## src/rtl/pc_fetch_unit.sv

```systemverilog
// pc_fetch_unit
// Program-counter and instruction-fetch controller for the CPU front end.
// Holds the architectural PC and fetches the instruction at that PC over a
// req/ack handshake. When the datapath commits, it loads one of four next-PC
// sources: sequential, branch, jump or jr. A halt request freezes the unit
// until reset.
//
// Ports
//   CLK           in   1   system clock, rising edge
//   Reset         in   1   asynchronous active-low reset
//   PCWre         in   1   commit strobe; PC may advance (VALID only)
//   PCSrc         in   2   next-PC select: 00 seq, 01 branch, 10 jump, 11 jr
//   branchOffset  in  32   sign-extended branch immediate, in words
//   jumpTarget    in  26   J-type target field
//   regAddr       in  32   jr target from the register file
//   halt          in   1   stop after the current instruction
//   memReq        out  1   instruction read request
//   memAddr       out 32   read address (current PC)
//   memAck        in   1   memory returns data this cycle
//   memData       in  32   instruction word, valid with memAck
//   instr         out 32   latched instruction
//   instrValid    out  1   instr belongs to the current PC
//   curPC         out 32   current PC
//   seqPC         out 32   curPC + 4
//   halted        out  1   unit is in HALT
module pc_fetch_unit #(
  parameter logic [31:0] RESET_PC = 32'h0000_0000
) (
  input  logic        CLK,
  input  logic        Reset,
  input  logic        PCWre,
  input  logic [1:0]  PCSrc,
  input  logic [31:0] branchOffset,
  input  logic [25:0] jumpTarget,
  input  logic [31:0] regAddr,
  input  logic        halt,
  output logic        memReq,
  output logic [31:0] memAddr,
  input  logic        memAck,
  input  logic [31:0] memData,
  output logic [31:0] instr,
  output logic        instrValid,
  output logic [31:0] curPC,
  output logic [31:0] seqPC,
  output logic        halted
);

  typedef enum logic [1:0] {
    FETCH = 2'd0,
    WAIT  = 2'd1,
    VALID = 2'd2,
    HALT  = 2'd3
  } state_t;

  state_t      state_q, state_d;
  logic [31:0] pc_q, pc_d;
  logic [31:0] instr_q, instr_d;
  logic [31:0] seq_pc;

  assign seq_pc = pc_q + 32'd4;

  // Branch target: word offset scaled to bytes, added to PC+4, wraps mod 2^32.
  function automatic logic [31:0] branch_target(input logic [31:0] seq,
                                                input logic signed [31:0] off_words);
    logic signed [31:0] off_bytes;
    off_bytes = off_words <<< 2;
    return seq + $unsigned(off_bytes);
  endfunction

  function automatic logic [31:0] next_pc(input logic [1:0]  src,
                                          input logic [31:0] seq,
                                          input logic [31:0] off,
                                          input logic [25:0] tgt,
                                          input logic [31:0] ra);
    logic [31:0] npc;
    case (src)
      2'b00:   npc = seq;
      2'b01:   npc = branch_target(seq, $signed(off));
      2'b10:   npc = {seq[31:28], tgt, 2'b00};
      default: npc = {ra[31:2], 2'b00};   // jr: misaligned low bits dropped
    endcase
    return npc;
  endfunction

  // State register
  always_ff @(posedge CLK or negedge Reset) begin
    if (!Reset) begin
      state_q <= FETCH;
      pc_q    <= RESET_PC;
      instr_q <= 32'h0;
    end else begin
      state_q <= state_d;
      pc_q    <= pc_d;
      instr_q <= instr_d;
    end
  end

  // Next-state and datapath update
  always_comb begin
    state_d = state_q;
    pc_d    = pc_q;
    instr_d = instr_q;
    case (state_q)
      FETCH: begin
        if (memAck) begin
          instr_d = memData;
          state_d = VALID;
        end else begin
          state_d = WAIT;
        end
      end
      WAIT: begin
        if (memAck) begin
          instr_d = memData;
          state_d = VALID;
        end
      end
      VALID: begin
        // halt takes priority over a simultaneous commit and keeps the PC
        if (halt) begin
          state_d = HALT;
        end else if (PCWre) begin
          pc_d    = next_pc(PCSrc, seq_pc, branchOffset, jumpTarget, regAddr);
          state_d = FETCH;
        end
      end
      HALT: begin
        state_d = HALT;
      end
    endcase
  end

  // Outputs. memReq is qualified by Reset so an in-flight request drops the
  // instant reset asserts, and stays low for the whole reset period even
  // though the state register already reads FETCH.
  always_comb begin
    memReq     = Reset && ((state_q == FETCH) || (state_q == WAIT));
    instrValid = (state_q == VALID);
    halted     = (state_q == HALT);
  end

  assign memAddr = pc_q;
  assign curPC   = pc_q;
  assign seqPC   = seq_pc;
  assign instr   = instr_q;

endmodule

```

## config.mk

```make
export PLATFORM = sky130hd
export DESIGN_NAME = pc_fetch_unit
export DESIGN_NICKNAME = d
export VERILOG_FILES = /design/src/rtl/pc_fetch_unit.sv
export SDC_FILE = /design/constraint.sdc
export NUM_CORES = 1
export LEC_CHECK = 0
export CORE_ASPECT_RATIO = 1.2
export CORE_MARGIN = 1.5
export CORE_UTILIZATION = 47
export DETAILED_ROUTE_END_ITERATION = 7
export GPL_TIMING_DRIVEN = 1
export PLACE_DENSITY_LB_ADDON = 0.12
export SYNTH_ARGS = -nofsm -noshare
export SYNTH_HDL_FRONTEND = slang
export SYNTH_SLANG_ARGS = --single-unit
```

## constraint.sdc

```tcl
create_clock -name CLK -period 9.8 [get_ports CLK]
set_input_delay 1.47 -clock CLK [delete_from_list [all_inputs] [get_ports CLK]]
set_output_delay 1.47 -clock CLK [all_outputs]
set_load 0.05 [all_outputs]
```

==> qor.csv <==
metric,value,unit
IO Pins,260,
Starting Density,48.14,%
Unique masters post-synth,66,
post-CTS sizing,0,
DRT Pass-1 Iters,5,
Routed wire per std cell,19.78,um
first-pass GRT wire length,32130,um
DP Area,0.008172,sq mm
clock root buffer,clkbuf_16,
Yosys top cell area share,27.59,%
Critical Path Sink Type,primary output,
largest family of logic cells by synthesized area,compound AO/OA/AOI/OAI gates,
vias in the first global route,6005,
All-Layer GR Usage,31.35,%
worst slew pin tran,1.206,ns
post-route ant nets,0,
Worst EP required,8.33,ns
Adder-Cell Fraction of Synth Area,8.105,%
Final period util,52.59,%
nets@finish,1033,
Synth Area in Compound Gates,18.34,%
Clock transition at path regs,0.06,ns
post-route DRC violation count,0,
synthesized area,0.005804,sq mm
CTS sink count,64,
CTS buffer count,9,
CTS H-tree depth,3,
row cnt,44,
postcts setup bufs,0,
Final Hold Viols,0,
CP max FO,7,
Slew Limit Fails,0,
detailed placer's ending HPWL,15580,um
layout cell share with drive strength beyond 1,9.633,%
Post-Synth XOR/XNOR Area,7.394,%
status,completed,
VDD IR max,128.4,uV
cell count after synthesis,661,
Cell Pwr Density,219.0,mW/mm^2
PortBufs,249,
Synth area leader,dfrtp_1,
"FFs w/ async S/R, synth",100.0,%
Worst Skew,0.01267,ns
Initial DRC Count,322,
Yosys reg bits,64,
routed vias,6088,
leak pwr,3.616,nW
die height,124.7,um
mux cell area share after synthesis,13.34,%
setup_tns,0,ns
CP arrival,3.68,ns
"commonest non-fill, non-tap cell in the layout",clkdlybuf4s50_1,
Die W,104.4,um
max_slew headroom,18.90,%
n_diodes,0,
syn avg cell area,8.781,sq um
DP Worst Slack,4.890,ns
Max-Cap Viols,0,
Critical Path Start Type,register,
Setup WS post-layout,4.646,ns
final WL,20440,um
Final min period,5.154,ns
crit path kind,register to primary output,
clock latency on the worst-skew pair,0.34,ns
RSZ-0062 raised after global routing,no,
Synth area leaders,"dfrtp_1, ha_1, mux2_2, nand2_1, buf_4",
die footprint,0.01303,sq mm
total power,1.866,mW
register area share after synthesis,27.59,%
min-delay worst type,register to register,
via/cell ratio,5.894,
FMAX,194.0,MHz
CTS Buffer Depth,2,
CTS tree,yes,
"commonest non-fill, non-tap cells in the layout","clkdlybuf4s50_1, nand2_1, dfrtp_1",
# setup viols final,0,
"Top FF cell, synth",dfrtp_1,
Final Util,70.70,%
final instance area,0.008524,sq mm
Area growth syn-to-layout,46.86,%
"EDFF count, synth",0,
global route overflow,0,
Synth Area in Simple Gates,17.85,%
largest net degree at the start of global routing,66,
gpl congestion,0.9741,
antenna violations before repair,0,
Hold Buf Count CTS,0,
yosys warns,0,
core footprint,0.01206,sq mm
==> worst max-delay path: stages (launching register included) <==
cell and delay, ns:
dfrtp_1 0.55, ha_1 0.27, nand4_1 0.24, nor4_4 0.65
and2_1 0.32, and3_1 0.27, xor2_1 0.21, clkdlybuf4s50_1 0.84
==> where the power goes <==
group,switching [mW],total [mW],leakage (nW),internal [mW]
logic,0.691,1.09,2.66,0.396
registers,0.0708,0.395,0.780,0.324
clock network,0.132,0.384,0.172,0.252
==> metrics by stage <==
step / std cells / hold WS (ns)
final: 1033 / 0.5036
after global routing: 1033 / 0.5232
after CTS: 1033 / 0.5069
after detailed placement: 1017 / 0.4942
after global placement: 1017 / 0.4896
after floorplan: 666 / 0.5118
==> flip-flops by register name, indices dropped and copies added, names as in the netlist <==
name / count
curPC: 30
state_q: 2
instr: 32
==> synth_stat cells (8+ instances only) <==
| cell | instances |
|---|---|
| nand2_1 | 78 |
| nor3_1 | 11 |
| a21o_1 | 14 |
| nor2b_1 | 8 |
| mux4_2 | 8 |
| inv_1 | 11 |
| nor2_1 | 39 |
| mux2i_1 | 20 |
| o211ai_1 | 10 |
| mux2_2 | 35 |
| dfrtp_1 | 64 |
| o21ai_0 | 29 |
| buf_4 | 36 |
| ha_1 | 36 |
| nand4_1 | 15 |
| xor2_1 | 17 |
| xnor2_1 | 27 |
| a21oi_1 | 53 |
| nand3_1 | 23 |
| clkbuf_1 | 25 |
==> routing by layer <==
metal  part of all wire [%]  GRT usage, %  up-vias  routed length [um]
met1                     39         37.79     2891                8016
met5                      0             0        -                   0
li1                       -             -     2786                   -
met4                    4.7         15.69        0                 959
met2                     48         53.21      346                9880
met3                    7.7         5.756       65                1579
==> logic make-up after synthesis <==
logic type	after synthesis
xor+xnor	46
mux	63
compound gates	166
buf+inv	76
flops	64
simple gates	208
other cells	1
fa+ha+maj	37
==> worst paths after layout <==
check	startpoint	end	depth (start not counted)	slack, ns
setup / recovery	curPC[2]	seqPC[24]	7	4.65
hold / removal	instr[5]	instr[5]	1	0.50
setup reg to reg	curPC[2]	curPC[28]	11	5.06
hold reg to reg	instr[5]	instr[5]	1	0.50
max in group asynchronous	Reset	curPC[21]	2	7.87
min in group asynchronous	Reset	instr[0]	2	1.34
==> area by class of cell <==
| cell class | count | area, sq um |
|---|---|---|
| inverters | 11 | 41.29 |
| well taps | 161 | 201.4 |
| clock buffers | 9 | 225.2 |
| fillers | 935 | 3532 |
| clock inverters | 7 | 127.6 |
| flip-flops and latches | 64 | 1602 |
| repair buffers | 255 | 2527 |
| multi-input cells | 526 | 3800 |
Note: power is estimated with default switching activity, not from simulation.
